--- src/rtl/aap_pipeline_pkg.sv ---
// Shared AAP pipeline definitions.
// Widths, the long-instruction flag bit and fetch state encoding.
package aap_pipeline_pkg;

  localparam int AAP_ADDR_WIDTH = 6;
  localparam int AAP_WORD_WIDTH = 16;
  localparam int AAP_LONG_BIT   = 15;

  typedef enum logic [1:0] {
    FETCH_IDLE  = 2'd0,
    FETCH_RUN   = 2'd1,
    FETCH_DRAIN = 2'd2
  } fetch_state_e;

endpackage

--- src/rtl/aap_fetch_outreg.sv ---
// Valid/ready output register between fetch and decode.
// Flush beats load; a handshake without a load empties it.
module aap_fetch_outreg
  import aap_pipeline_pkg::*;
#(
  parameter int ADDR_WIDTH = AAP_ADDR_WIDTH,
  parameter int INSN_WIDTH = 2 * AAP_WORD_WIDTH
) (
  input  logic                  clock,
  input  logic                  reset,
  input  logic                  load,
  input  logic                  flush,
  input  logic                  ready,
  input  logic [INSN_WIDTH-1:0] insn_d,
  input  logic                  is_long_d,
  input  logic [ADDR_WIDTH-1:0] pc_d,
  output logic                  valid,
  output logic [INSN_WIDTH-1:0] insn,
  output logic                  is_long,
  output logic [ADDR_WIDTH-1:0] pc
);

  always_ff @(posedge clock or posedge reset) begin
    if (reset) begin
      valid   <= 1'b0;
      insn    <= '0;
      is_long <= 1'b0;
      pc      <= '0;
    end else if (flush) begin
      valid <= 1'b0;
    end else if (load) begin
      valid   <= 1'b1;
      insn    <= insn_d;
      is_long <= is_long_d;
      pc      <= pc_d;
    end else if (valid && ready) begin
      valid <= 1'b0;
    end
  end

endmodule

--- src/rtl/aap_fetch_stage.sv ---
// AAP fetch stage: PC, start/halt FSM, 16/32-bit assembly.
// Feeds decode through a valid/ready output register.
module aap_fetch_stage
  import aap_pipeline_pkg::*;
#(
  parameter int ADDR_WIDTH = AAP_ADDR_WIDTH,
  parameter int WORD_WIDTH = AAP_WORD_WIDTH,
  parameter logic [ADDR_WIDTH-1:0] RESET_PC = '0,
  parameter int COUNT_WIDTH = 16
) (
  input  logic                    clock,
  input  logic                    reset,
  input  logic                    start,
  input  logic                    halt,
  input  logic                    branch_valid,
  input  logic [ADDR_WIDTH-1:0]   branch_target,
  output logic [ADDR_WIDTH-1:0]   imem_rd1_addr,
  output logic [ADDR_WIDTH-1:0]   imem_rd2_addr,
  input  logic [WORD_WIDTH-1:0]   imem_rd1_data,
  input  logic [WORD_WIDTH-1:0]   imem_rd2_data,
  output logic                    fetch_valid,
  input  logic                    decode_ready,
  output logic [2*WORD_WIDTH-1:0] fetch_insn,
  output logic                    fetch_is_long,
  output logic [ADDR_WIDTH-1:0]   fetch_pc,
  output logic [COUNT_WIDTH-1:0]  fetch_count,
  output logic                    running
);

  fetch_state_e          state;
  logic [ADDR_WIDTH-1:0] pc;
  logic                  handshake;
  logic                  load;
  logic                  is_long_d;
  logic [2*WORD_WIDTH-1:0] insn_d;

  assign imem_rd1_addr = pc;
  assign imem_rd2_addr = pc + ADDR_WIDTH'(1);

  assign handshake = fetch_valid && decode_ready;
  assign load = (state == FETCH_RUN) && !halt && !branch_valid
             && (!fetch_valid || decode_ready);

  assign is_long_d = imem_rd1_data[AAP_LONG_BIT];
  assign insn_d = is_long_d ? {imem_rd2_data, imem_rd1_data}
                            : {{WORD_WIDTH{1'b0}}, imem_rd1_data};

  assign running = (state != FETCH_IDLE);

  always_ff @(posedge clock or posedge reset) begin
    if (reset) begin
      state <= FETCH_IDLE;
      pc    <= RESET_PC;
    end else if (branch_valid) begin
      // Redirect wins; a flushed drain has nothing left to wait for
      pc <= branch_target;
      unique case (state)
        FETCH_IDLE:  state <= start ? FETCH_RUN : FETCH_IDLE;
        FETCH_RUN:   state <= halt ? FETCH_IDLE : FETCH_RUN;
        default:     state <= FETCH_IDLE;
      endcase
    end else begin
      unique case (state)
        FETCH_IDLE: begin
          if (start) state <= FETCH_RUN;
        end
        FETCH_RUN: begin
          if (halt) begin
            state <= (fetch_valid && !decode_ready) ? FETCH_DRAIN
                                                    : FETCH_IDLE;
          end else if (load) begin
            pc <= pc + (is_long_d ? ADDR_WIDTH'(2) : ADDR_WIDTH'(1));
          end
        end
        FETCH_DRAIN: begin
          if (handshake) state <= FETCH_IDLE;
        end
        default: state <= FETCH_IDLE;
      endcase
    end
  end

  always_ff @(posedge clock or posedge reset) begin
    if (reset) fetch_count <= '0;
    else if (handshake && !branch_valid) fetch_count <= fetch_count + 1'b1;
  end

  aap_fetch_outreg #(
    .ADDR_WIDTH (ADDR_WIDTH),
    .INSN_WIDTH (2 * WORD_WIDTH)
  ) u_outreg (
    .clock     (clock),
    .reset     (reset),
    .load      (load),
    .flush     (branch_valid),
    .ready     (decode_ready),
    .insn_d    (insn_d),
    .is_long_d (is_long_d),
    .pc_d      (pc),
    .valid     (fetch_valid),
    .insn      (fetch_insn),
    .is_long   (fetch_is_long),
    .pc        (fetch_pc)
  );

endmodule
--- config.mk ---
export PLATFORM = sky130hd
export DESIGN_NAME = aap_fetch_stage
export DESIGN_NICKNAME = d
export VERILOG_FILES = /design/src/rtl/aap_pipeline_pkg.sv /design/src/rtl/aap_fetch_outreg.sv /design/src/rtl/aap_fetch_stage.sv
export SDC_FILE = /design/constraint.sdc
export NUM_CORES = 1
export LEC_CHECK = 0
export ABC_AREA = 1
export CAP_MARGIN = 30
export CORE_MARGIN = 4
export CORE_UTILIZATION = 30
export CTS_CLUSTER_SIZE = 30
export DETAILED_ROUTE_END_ITERATION = 16
export PLACE_DENSITY = 0.67
export RECOVER_POWER = 50
export SYNTH_ARGS = -nofsm -noshare
export SYNTH_HDL_FRONTEND = slang
export SYNTH_SLANG_ARGS = --single-unit
--- constraint.sdc ---
create_clock -name clock -period 2.11 [get_ports clock]
set_input_delay 0.3165 -clock clock [delete_from_list [all_inputs] [get_ports clock]]
set_output_delay 0.3165 -clock clock [all_outputs]
set_load 0.05 [all_outputs]
; Yosys cells after proc, flatten, opt, wreduce, memory -nomap -nowiden
; Cells that the tools add are included.
[word_totals]
memories = 0
input_bits = 44
ff_bits = 64
mem_bits_ro = 0
word_cells = 54
output_inout_bits = 69
ramBits = 0
latch_bits = 0
[op_classes]
bitwise_logic = 1
n_eq_ne = 6
magnitude_cmp = 0
multipliers = 0
div = 0
n_shift = 0
mux = 18
n_reduce_logical = 19
n_addsub = 3
[ops]
columns = cell, n
row1 = two-way mux 32 bit, 1
row2 = two-way mux 6 bit, 4
row3 = "adder 16 x 1 -> 16 bit, second input constant", 1
row4 = two-way mux 2 bit, 6
row5 = "inequality test 3 bit, second input constant", 3
row6 = "adder 6 x 1 -> 6 bit, second input constant", 1
row7 = adder 6 x 2 -> 6 bit, 1
row8 = logical AND 1 bit, 6
row9 = one-hot mux 2 bit (3 select lines), 1
row10 = AND reduction 3 bit, 2
row11 = nonzero test 2 bit, 3
row12 = two-way mux 1 bit, 5
row13 = zero test 1 bit, 4
row14 = nonzero test 3 bit, 1
row15 = "equality test 2 x 1 -> 1 bit, second input constant", 1
row16 = "equality test 2 bit, second input constant", 1
row17 = zero test 2 bit, 1
row18 = "inequality test 2 x 1 -> 1 bit, second input constant", 1
row19 = one-hot mux 1 bit (2 select lines), 1
row20 = AND reduction 2 bit, 1
row21 = logical OR 1 bit, 1
row22 = inverter 1 bit, 1

; Longest topological paths before layout
; Gate-level depths: netlist of the first run.
[depth]
word_depth = 8
mapped_depth = 10
mapped_depth_nobuf = 9

; Modules after synthesis
; From an unflattened synthesis of the first run, not the netlist that was laid out.
[unflattened]
hier_cells = 406
area_unflattened_um2 = 3200.6
[by_module_without_submodules]
columns = module, area_each_um2, seq_area_each_um2, n_inst, cells_per_inst
row1 = aap_fetch_stage, 1619.1, 600.6, 1, 231
row2 = aap_fetch_outreg, 1581.5, 1001.0, 1, 175

; Worst setup path before layout of the first run
; Ideal clock, no wire load.
[synth_path]
path_type = flip-flop to output port
from = register pc[2], in the netlist imem_rd1_addr[2]
to = output imem_rd2_addr[5]
path_stages_with_launch = 5
t_required_ns = 1.794
path_buffers = 1
path_slack_ns = -0.123
arrival_time_ns = 1.917
path_cell_list = dfrtp_1 buf_2 nand3_1 nor2_1 xor2_1
[synth_via]
elab_chain_len = 1
[synth_rtl]
columns = item, line
row1 = from (decl), aap_fetch_stage.sv:31  ; logic [ADDR_WIDTH-1:0] pc;
row2 = from (signal assigned), aap_fetch_stage.sv:56  ; pc <= branch_target;
row3 = from (signal assigned), aap_fetch_stage.sv:72  ; pc <= pc + (is_long_d ? ADDR_WIDTH'(2) : ADDR_WIDTH'(1));
row4 = adder 6 x 1 -> 6 bit, aap_fetch_stage.sv:38  ; assign imem_rd2_addr = pc + ADDR_WIDTH'(1);
row5 = to (decl), aap_fetch_stage.sv:18  ; output logic [ADDR_WIDTH-1:0] imem_rd2_addr,
; Every way passes these cells.

; Worst setup path after layout of the first run
[layout_path]
from = register pc[3], in the netlist imem_rd1_addr[3]
to = output imem_rd1_addr[3]
[layout_lines]
columns = item, line
row1 = to (decl), aap_fetch_stage.sv:17  ; output logic [ADDR_WIDTH-1:0] imem_rd1_addr,
; No word-level cell between the ends.

==> qor.yml, run 1 <==
cells_and_area:
  layout-area-overhead-vs-synth_pct: 46.29
  antennaDiodeCount: 0
  finish.net_count: 516
  final_layout_size_suffix_gt1_share_pct: 8.475
grt:
  antenna_violations_before_repair: 0
  global_route.usage.total_pct: 13.46
  grt_first_pass_wirelength_mm: 12.53
  grt_pass1_vias: 2645
  grt_max_degree: 64
  grt.overflow.total: 0
sta:
  rsz_0062_raised_after_global_routing: "false"
  timing.final.setup_violations: 0
  timing.slew.headroom_pct: 7.431
  maxSlewViolCount: 0
  layout_min_cycle_time_ns: 2.005
  max_slew.worst_pin.slew_ns: 1.389
  achievable-frequency_mhz: 498.9
  fin_tns_setup_ns: 0
  clock-skew-final_ns: 0.01051
  layout_worst_path_cycle_share_pct: 95.00
  hold_violations: 0
setup_path:
  timing.critical_path.max_delay_family: "buffers and inverters"
  crit_start: "imem_rd1_addr[3]$_DFFE_PP0P_"
  cp_cell_sequence: "clkdlybuf4s50_1"
  reg2reg_from: "state[1]$_DFFE_PP0P_"
  worst_path_largest_cell_delay_ns: 0.86
  worst-path-buf-inv: 1
  timing.critical_path.required_ns: 1.79
  worst-endpoint-arrival_ns: 1.69
  cp-end-kind: "primary output"
  critical_path.startpoint_type: "register"
  cp_max_fo: 8
  critical-path-slowest-cell: "clkdlybuf4s50_1"
  critical_path_class: "reg -> out"
clock_tree:
  clockRootBuffer: "clkbuf_8"
  number_of_buffers_added_to_fix_hold_violations_after_cts: 0
  insertion_delay_ns: 0.34
  cts_resized: 0
  cts_made_buffers: 9
  tritoncts: "built"
  clkSlewWorstSetupHoldPaths_ns: 0.07
  cts_max_path_buffers: 2
  cts_num_sinks: 63
  cts.htree.levels: 3
  cts.repair_timing.setup_buffer_count: 0
place:
  final_replace_weighted_congestion: 0.8208
  placed_wire_length_estimate_after_detailed_placement_mm: 5.661
  io_buffer_count: 112
hold_path:
  worstHoldStart: "u_outreg.insn[5]$_DFFE_PP0P_"
  timing.hold.worst.class: "reg -> reg"
power:
  cellLeakagePower_nw: 2.079
  power_density_nw_per_um2: 1147
  vdd_ir_drop_max_v: 0.0005736
  fin_total_pwr_mw: 5.146
logic_synthesis:
  yosys_warnings: 0
  yosys.area.top_type_share_pct: 51.39
  synth_largest_area_cell: "dfrtp_1"
  yosysSeqAreaShare_pct: 51.39
  synth.cell_area_sq_um: 3068
  synth_top_flop_cell: "dfrtp_1"
  synthTopCellsByCount: "nand2_1 (135), dfrtp_1 (63), inv_1 (31), nor2_1 (18)"
  library_cells_used_by_synthesis: 32
  syn-instance-count: 349
  ys_async_sr_fraction_pct: 100.0
  net_count_after_synthesis: 398
  count_of_flip_flops_with_a_built_in_enable_after_synthesis: 0
  ys_top_cells_by_area: "dfrtp_1 (51%), nand2_1 (17%), inv_1 (3.8%)"
  ys_ff_latch: 63
  synth_most_common_cell: "nand2_1"
  synth_area_per_cell_sq_um: 8.791
die:
  top_level_ports: 113
  core_area_sq_um: 9864
  row_count: 36
  die_h_um: 109.1
  dieWidth_um: 109.1
  initial_utilization_pct: 31.10
  die-area_sq_um: 11910
status:
  status: "finished, final reports clean"
detailed_routing:
  finalWirelength_mm: 7.526
  detail_route.drc_violations: 0
  num_vias: 2614
  drtAntennaViolNets: 0
  drt-initial-drc-count: 128
  wl_per_cell_um: 12.44
  vias_per_cell: 4.321
  dr_pass1_iterations: 4
job:
  maxCapViolations: 0
[flip-flops by register name, indices dropped and copies added (netlist names)]
register / cells
u_outreg.insn: 32
imem_rd1_addr: 6
state: 2
u_outreg.valid: 1
fetch_count: 16
u_outreg.pc: 6
[cells by family (layout without fill, tap and decap cells)]
group / after synthesis / in the layout / share of synthesized area (%)
and+or+nand+nor: 184 / 184 / 26.06
AOI/OAI and AO/OA: 36 / 36 / 7.871
adders and majority gates: 5 / 5 / 2.284
buffers and inverters: 45 / 168 / 7.831
xor gates and xnor gates: 16 / 16 / 4.568
DFF: 63 / 63 / 51.39
[placed cells by master (no fill, tap or decap), types with 3 or more instances in the layout]
| master | n |
|---|---|
| nand3_1 | 12 |
| nor2_4 | 3 |
| buf_12 | 3 |
| dfrtp_1 | 63 |
| clkbuf_8 | 14 |
| ha_1 | 4 |
| xnor2_1 | 8 |
| xor2_1 | 6 |
| nand2_1 | 137 |
| o21ai_0 | 27 |
| buf_4 | 6 |
| clkdlybuf4s50_1 | 105 |
| nand4_1 | 5 |
| inv_1 | 30 |
| nor2_1 | 20 |
[per-stage QoR]
step                std cells  setup slack, ns  cell area, sq um  hold WS [ns]  util [%]
detailed placement        589          0.08054              4365        0.4647     44.25
floorplan                 349        0.0007050              3083        0.4261         -
CTS                       605          0.06900              4593        0.3978     46.56
finish                    605           0.1055              4488        0.4797     45.50
global route              605          0.01699              4488        0.4958     45.50
global placement          589           0.1022              4365        0.4633     44.25
[layout make-up]
cell class                 count  area (sq um)
clock inverter                 2         35.03
timing repair buffer         120          1196
clock buffer                  14         192.7
multi-input combinational    241          1196
sequential                    63          1577
tap                          133         166.4
fill                         959          5376
inverter                      32         125.1
[worst paths after layout]
kind / endpoint / slack, ns / depth (start not counted)
max: imem_rd1_addr[3] / 0.11 / 1
min: u_outreg.insn[5]$_DFFE_PP0P_ / 0.48 / 2
max reg2reg: u_outreg.insn[27]$_DFFE_PP0P_ / 0.46 / 4
min reg2reg: u_outreg.insn[5]$_DFFE_PP0P_ / 0.48 / 2
max in group asynchronous: state[1]$_DFFE_PP0P_ / 0.34 / 3
min in group asynchronous: fetch_count[9]$_DFFE_PP0P_ / 0.92 / 3
[where the power goes]
group          total, mW  switching, mW  internal, mW
registers           1.66          0.190          1.47
logic               2.32           1.54         0.776
clock network       1.17          0.461         0.706
total               5.15           2.19          2.96
[metal layers]
layer	vias to the layer above	GRT usage [%]	wire, um
met1	1216	16.78	3328
met4	0	3.517	95
met2	70	22.19	3652
met5	-	0	0
li1	1318	-	-
met3	10	4.737	451
No activity file was read; power rests on OpenSTA's default activity.
==> run 2: changes to the inputs <==
--- a/config.mk
+++ b/config.mk
@@ -11,6 +11,7 @@
 export CORE_UTILIZATION = 30
 export CTS_CLUSTER_SIZE = 30
 export DETAILED_ROUTE_END_ITERATION = 16
+export GPL_TIMING_DRIVEN = 0
 export PLACE_DENSITY = 0.67
 export RECOVER_POWER = 50
 export SYNTH_ARGS = -nofsm -noshare
==> constraint.sdc (replaced) <==
create_clock -name clock -period 2.55 [get_ports clock]
set_input_delay 0.3825 -clock clock [delete_from_list [all_inputs] [get_ports clock]]
set_output_delay 0.3825 -clock clock [all_outputs]
set_load 0.05 [all_outputs]
==> run 2 against run 1 <==
Net effect: cell area is 0.33% lower; routed wire length up 6.5%; sequential share of layout area grew 0.12 points; non-clock buffer count increased by 5; sequential cell count is the same; power decreased by 18%; core utilization fell by 0.15 points; largest cell class unchanged.
==> qor.yml, run 2 (synthesis gave the netlist of run 1 again) <==
setup_path:
  worst-endpoint-arrival_ns: 1.99  # was 1.69 ns
  regToRegEndpoint: "fetch_count[9]$_DFFE_PP0P_"  # was u_outreg.insn[27]$_DFFE_PP0P_
  reg2reg_from: "u_outreg.valid$_DFFE_PP0P_"  # was state[1]$_DFFE_PP0P_
  crit_start: "imem_rd1_addr[0]$_DFFE_PP0P_"  # was imem_rd1_addr[3]$_DFFE_PP0P_
  critical_path.startpoint_type: "register"  # unchanged
  cp_cell_sequence: "ha_1 > xor2_1 > clkdlybuf4s50_1"  # was clkdlybuf4s50_1
  timing.critical_path.required_ns: 2.17  # was 1.79 ns
  cp_max_fo: 6  # was 8
  reg2regPathDepth: 7  # was 4
  critical_path_class: "reg -> out"  # unchanged
  worst_setup_path_endpoint: "imem_rd2_addr[2]"  # was imem_rd1_addr[3]
  r2r_setup_slack_ns: 0.57  # was 0.46 ns
  worst_path_largest_cell_delay_ns: 0.82  # was 0.86 ns
  critical-path-slowest-cell: "clkdlybuf4s50_1"  # unchanged
  cp-end-kind: "primary output"  # unchanged
clock_tree:
  tritoncts: "built"  # unchanged
  clkSlewWorstSetupHoldPaths_ns: 0.07  # about the same
  cts_made_buffers: 9  # unchanged
  insertion_delay_ns: 0.34  # about the same
  cts_num_sinks: 63  # unchanged
  cts.htree.levels: 3  # unchanged
  number_of_buffers_added_to_fix_hold_violations_after_cts: 0  # unchanged
  clockRootBuffer: "clkbuf_8"  # unchanged
  cts_max_path_buffers: 2  # unchanged
sta:
  timing.slew.headroom_pct: 11.00  # was 7.431%
  rsz_0062_raised_after_global_routing: "false"  # unchanged
  achievable-frequency_mhz: 422.2
  maxSlewViolCount: 0  # unchanged
  clock-skew-final_ns: 0.007539  # was 0.01051 ns
  max_slew.worst_pin.slew_ns: 1.333  # was 1.389 ns
  layout_worst_path_cycle_share_pct: 92.89
  timing.final.setup_violations: 0  # unchanged
  hold_violations: 0  # unchanged
  layout_min_cycle_time_ns: 2.369
  timing.hold.ws_ns: 0.2648  # was 0.4797 ns
die:
  dieWidth_um: 109.1  # unchanged
  core_area_sq_um: 9864  # unchanged
  row_count: 36  # unchanged
  die-area_sq_um: 11910  # unchanged
  die_h_um: 109.1  # unchanged
  top_level_ports: 113  # unchanged
  initial_utilization_pct: 31.10  # unchanged
cells_and_area:
  largest_register: "u_outreg.insn"  # unchanged
  finish.net_count: 521  # was 516
  instances_no_fill: 610  # was 605
  largest_reg_flops: 32  # unchanged
  layout.cells.most_common_list: "nand2_1 (138), clkdlybuf4s50_1 (105), dfrtp_1 (63)"  # was nand2_1 (137), clkdlybuf4s50_1 (105), dfrtp_1 (63)
  final_common_cell: "nand2_1"  # unchanged
  layout-area-overhead-vs-synth_pct: 45.80  # was 46.29%
  stdcell_area_sq_um: 4473  # was 4488 sq um
  largestRegisters: "u_outreg.insn (32), fetch_count (16)"  # unchanged
  final_layout_size_suffix_gt1_share_pct: 8.176  # was 8.475%
  antennaDiodeCount: 0  # unchanged
detailed_routing:
  wl_per_cell_um: 13.14  # was 12.44 um
  vias_per_cell: 4.351  # was 4.321
  num_vias: 2654  # was 2614
  drtAntennaViolNets: 0  # unchanged
  dr_pass1_iterations: 6  # was 4
  detail_route.drc_violations: 0  # unchanged
  finalWirelength_mm: 8.014  # was 7.526 mm
  drt-initial-drc-count: 109  # was 128
grt:
  grt_max_degree: 35  # was 64
  grt.overflow.total: 0  # unchanged
  grt_first_pass_wirelength_mm: 13.07  # was 12.53 mm
  antenna_violations_before_repair: 0  # unchanged
  grt_pass1_vias: 2708  # was 2645
  global_route.usage.total_pct: 14.27  # was 13.46%
hold_path:
  timing.hold.worst.class: "in -> reg"  # was reg -> reg
  worstHoldStart: "branch_valid"  # was u_outreg.insn[5]$_DFFE_PP0P_
place:
  io_buffer_count: 111  # was 112
  placed_wire_length_estimate_after_detailed_placement_mm: 6.079  # was 5.661 mm
  placed_instances: 594  # was 589
  final_replace_weighted_congestion: 0.7785  # was 0.8208
  dpl_cell_area_sq_um: 4365  # unchanged
power:
  power_density_nw_per_um2: 946.7  # was 1147 nW/um^2
  cellLeakagePower_nw: 2.092  # was 2.079 nW
  vdd_ir_drop_max_v: 0.0003505  # was 0.0005736 V
status:
  status: "finished, final reports clean"  # unchanged
job:
  maxCapViolations: 0  # unchanged
-- run 2: cell count changes in the layout (fill, tap and decap cells not counted), moves of 4 or more --
cell	change
clkbuf_8	-5
clkbuf_1	+5
o21ai_0	-9
buf_4	-5
o21ai_2	+8
buf_6	+4
-- run 2: worst max-delay path, delay by kind of cell, from the launching register on --
family | cells | cell delay (ns)
fa+ha+maj | 1 | 0.25
flops | 1 | 0.44
xor+xnor | 1 | 0.13
buf+inv | 1 | 0.82
-- run 2: worst min path at each step --
stage                                     to  slack (ns)  depth (start not counted)
6_report                state[1]$_DFFE_PP0P_        0.26                          2
3_5_place_dp   u_outreg.insn[13]$_DFFE_PP0P_        0.46                          2
3_3_place_gp    u_outreg.insn[6]$_DFFE_PP0P_        0.46                          2
4_1_cts                 state[1]$_DFFE_PP0P_        0.28                          2
5_1_grt           u_outreg.valid$_DFFE_PP0P_        0.27                          2
2_1_floorplan   u_outreg.insn[0]$_DFFE_PP0P_        0.49                          2
-- run 2: routing by layer --
layer / track usage [%] / routed length (um) / vias to the layer above / share of wire (%)
met5: 0 / 0 / - / 0
met4: 6.402 / 151 / 0 / 1.9
met3: 3.612 / 504 / 12 / 6.3
met2: 23.42 / 3748 / 75 / 47
met1: 17.63 / 3610 / 1234 / 45
li1: - / - / 1333 / -
-- run 2: layout make-up --
class                      instances  area, sq um
buffer                            13        87.58
clock buffer                      12        135.1
clock inverter                     4        70.07
fill                             954         5391
inverter                          32        125.1
multi-input combinational        241         1177
sequential                        63         1577
tap                              133        166.4
timing repair buffer             112         1135
-- run 2: metrics by stage --
step | setup WS [ns] | power (mW) | utilization [%] | setup TNS [ns]
CTS | 0.03627 | 4.322 | 46.32 | 0
finish | 0.1813 | 4.235 | 45.35 | 0
global placement | -0.5963 | 3.334 | 44.05 | -37.09
floorplan | 0.2505 | 2.657 | - | 0
global route | 0.08471 | 4.459 | 45.35 | 0
detailed placement | 0.1792 | 3.361 | 44.25 | 0
-- run 2: timing repair --
item                                    CTS  global route
endpoints found under the setup margin    1             2
resized for setup                         1             2
endpoints found under the hold margin     0             0
buffers inserted                          0             0
-- run 2: where the power goes --
| group | switching (mW) | leakage (nW) | internal (mW) |
|---|---|---|---|
| clock network | 0.392 | 0.104 | 0.549 |
| logic | 1.28 | 1.18 | 0.637 |
| registers | 0.156 | 0.803 | 1.22 |
==> run 3: changes to the inputs <==
--- a/config.mk
+++ b/config.mk
@@ -7,11 +7,13 @@
 export LEC_CHECK = 0
 export ABC_AREA = 1
 export CAP_MARGIN = 30
+export CORE_ASPECT_RATIO = 1.25
 export CORE_MARGIN = 4
 export CORE_UTILIZATION = 30
 export CTS_CLUSTER_SIZE = 30
 export DETAILED_ROUTE_END_ITERATION = 16
 export GPL_TIMING_DRIVEN = 0
+export HOLD_SLACK_MARGIN = 0.12
 export PLACE_DENSITY = 0.67
 export RECOVER_POWER = 50
 export SYNTH_ARGS = -nofsm -noshare
==> run 3 against run 2 <==
Net effect: power increased by 8.5%; combinational power about the same; routed wire length decreased by 0.20%; highest routed layer unchanged.
==> qor.yml, run 3 (synthesis gave the netlist of run 1 again) <==
status:
  status: "finished, final reports clean"  # unchanged
sta:
  timing.final.setup_violations: 0  # unchanged
  layout_min_cycle_time_ns: 2.375  # was 2.369 ns
  max_slew.worst_pin.slew_ns: 1.171  # was 1.333 ns
  layout_worst_path_cycle_share_pct: 93.15  # was 92.89%
  hold_violations: 0  # unchanged
  setup_ws_ns: 0.1747  # was 0.1813 ns
  rsz_0062_raised_after_global_routing: "false"  # unchanged
  achievable-frequency_mhz: 421.0  # was 422.2 MHz
  maxSlewViolCount: 0  # unchanged
  timing.slew.headroom_pct: 21.83  # was 11.00%
  fin_tns_setup_ns: 0  # unchanged
  clock-skew-final_ns: 0.005204  # was 0.007539 ns
setup_path:
  worst_setup_path_endpoint: "imem_rd2_addr[3]"  # was imem_rd2_addr[2]
  reg2regPathDepth: 5  # was 7
  cp_max_fo: 9  # was 6
  worst_path_largest_cell_delay_ns: 0.83  # was 0.82 ns
  critical_path_class: "reg -> out"  # unchanged
  critical_path.startpoint_type: "register"  # unchanged
  cp_cell_sequence: "buf_2 > nand3_1 > xor2_1 > clkdlybuf4s50_1"  # was ha_1 > xor2_1 > clkdlybuf4s50_1
  critical-path-slowest-cell: "clkdlybuf4s50_1"  # unchanged
  crit_start: "imem_rd1_addr[2]$_DFFE_PP0P_"  # was imem_rd1_addr[0]$_DFFE_PP0P_
  cp-end-kind: "primary output"  # unchanged
  timing.critical_path.required_ns: 2.17  # about the same
  regToRegEndpoint: "u_outreg.pc[0]$_DFFE_PP0P_"  # was fetch_count[9]$_DFFE_PP0P_
  reg2reg_from: "u_outreg.valid$_DFFE_PP0P_"  # unchanged
  worst-endpoint-arrival_ns: 1.99  # about the same
  r2r_setup_slack_ns: 0.56  # was 0.57 ns
cells_and_area:
  instances_no_fill: 606  # was 610
  antennaDiodeCount: 0  # unchanged
  layout.cells.most_common_list: "nand2_1 (136), clkdlybuf4s50_1 (106), dfrtp_1 (63)"  # was nand2_1 (138), clkdlybuf4s50_1 (105), dfrtp_1 (63)
  largestRegisters: "u_outreg.insn (32), fetch_count (16)"  # unchanged
  finish.net_count: 521  # unchanged
  largest_register: "u_outreg.insn"  # unchanged
  final_common_cell: "nand2_1"  # unchanged
  n_fill_cell: 1014  # was 954
  largest_reg_flops: 32  # unchanged
  final_layout_size_suffix_gt1_share_pct: 9.015  # was 8.176%
  layout-area-overhead-vs-synth_pct: 49.71  # was 45.80%
grt:
  grt.overflow.total: 0  # unchanged
  grt_pass1_vias: 2720  # was 2708
  grt_first_pass_wirelength_mm: 13.39  # was 13.07 mm
  antenna_violations_before_repair: 0  # unchanged
  global_route.usage.total_pct: 14.12  # was 14.27%
  grt_max_degree: 36  # was 35
die:
  row_count: 41  # was 36
  initial_utilization_pct: 30.51  # was 31.10%
  die_h_um: 121.1  # was 109.1 um
  dieWidth_um: 98.45  # was 109.1 um
  top_level_ports: 113  # unchanged
  core_area_sq_um: 10050  # was 9864 sq um
  die-area_sq_um: 11920  # was 11910 sq um
detailed_routing:
  detailroute.wirelength.met3_um: 366  # was 504 um
  dr_pass1_iterations: 5  # was 6
  maxUsedRoutingLayer: "met4"  # unchanged
  detail_route.drc_violations: 0  # unchanged
  wl_per_cell_um: 13.20  # was 13.14 um
  met1_length_mm: 3.238  # was 3.610 mm
  vias_per_cell: 4.363  # was 4.351
  num_vias: 2644  # was 2654
  met2_wirelength_mm: 4.239  # was 3.748 mm
  drt-initial-drc-count: 118  # was 109
  finalWirelength_mm: 7.998  # was 8.014 mm
  drtAntennaViolNets: 0  # unchanged
clock_tree:
  tritoncts: "built"  # unchanged
  insertion_delay_ns: 0.32  # was 0.34 ns
  clockRootBuffer: "clkbuf_16"  # was clkbuf_8
  cts.htree.levels: 3  # unchanged
  cts.repair_timing.setup_buffer_count: 0  # unchanged
  clkSlewWorstSetupHoldPaths_ns: 0.05  # was 0.07 ns
  cts_made_buffers: 9  # unchanged
  cts_max_path_buffers: 2  # unchanged
  cts_num_sinks: 63  # unchanged
  number_of_buffers_added_to_fix_hold_violations_after_cts: 0  # unchanged
power:
  fin_total_pwr_mw: 4.597  # was 4.235 mW
  vdd_ir_drop_max_v: 0.0004330  # was 0.0003505 V
  cellLeakagePower_nw: 2.136  # was 2.092 nW
  power_density_nw_per_um2: 1001  # was 946.7 nW/um^2
place:
  io_buffer_count: 111  # unchanged
  final_replace_weighted_congestion: 0.8112  # was 0.7785
  placed_wire_length_estimate_after_detailed_placement_mm: 6.226  # was 6.079 mm
  placement.setup.worst_slack_ns: 0.1864  # was 0.1792 ns
  placed_instances: 590  # was 594
job:
  maxCapViolations: 0  # unchanged
hold_path:
  timing.hold.worst.class: "in -> reg"  # unchanged
run 3: cell types whose count changed in the layout (fill, tap and decap cells not counted), sizes merged:
cell,change
buf,-1
clkdlybuf4s50,+1
clkbuf,+3
bufinv,-1
clkinv,-1
dlymetal6s2s,-1
run 3: area by class of cell:
class | instances | area, sq um | area share, %
inverter | 32 | 125.1 | 2.724
sequential | 63 | 1577 | 34.32
tap | 129 | 161.4 | 3.514
clock inverter | 2 | 35.03 | 0.7627
timing repair buffer | 112 | 1132 | 24.65
buffer | 13 | 77.57 | 1.689
multi-input combinational | 241 | 1191 | 25.93
clock buffer | 14 | 294.0 | 6.402
run 3: per-stage QoR:
stage          instance area, sq um  utilization (%)  hold slack [ns]
3_5_place_dp                   4360            43.37           0.4650
2_1_floorplan                  3068                -           0.4921
6_report                       4593            45.68           0.2930
4_1_cts                        4688            46.63           0.3165
5_1_grt                        4593            45.68           0.2963
3_3_place_gp                   4340            43.17           0.4641
run 3: worst min path at each step:
stage / from / to / slack [ns] / cells after the start
after floorplan: imem_rd1_data[0] / u_outreg.insn[0]$_DFFE_PP0P_ / 0.49 / 2
after global placement: u_outreg.insn[0]$_DFFE_PP0P_ / u_outreg.insn[0]$_DFFE_PP0P_ / 0.46 / 2
after detailed placement: u_outreg.insn[3]$_DFFE_PP0P_ / u_outreg.insn[3]$_DFFE_PP0P_ / 0.46 / 2
after CTS: branch_valid / state[1]$_DFFE_PP0P_ / 0.32 / 2
after global routing: branch_valid / state[1]$_DFFE_PP0P_ / 0.30 / 2
final: branch_valid / state[1]$_DFFE_PP0P_ / 0.29 / 2
run 3: report_power, final:
| group | total, mW | internal (mW) | leakage (nW) | switching (mW) |
|---|---|---|---|---|
| Sequential | 1.39 | 1.22 | 0.803 | 0.165 |
| Combinational | 1.92 | 0.638 | 1.17 | 1.28 |
| Clock | 1.29 | 0.887 | 0.165 | 0.402 |
| Total | 4.60 | 2.75 | 2.14 | 1.85 |
run 3: per-layer routing:
| layer | global-route usage (%) | vias up |
|---|---|---|
| li1 | - | 1333 |
| met1 | 16.14 | 1234 |
| met2 | 24.79 | 63 |
| met3 | 3.738 | 14 |
| met4 | 5.978 | 0 |
| met5 | 0 | - |
run 3: critical path, delay by kind of cell, from the launching register on:
family	cells	cell delay (ns)
flip-flops	1	0.33
buffers and inverters	2	1.05
AND/OR/NAND/NOR	1	0.14
XOR/XNOR	1	0.15
run 3: repair_timing:
action | CTS | global route
setup endpoints to repair | 1 | 1
pin swaps | 0 | 0
gates resized for setup | 1 | 1
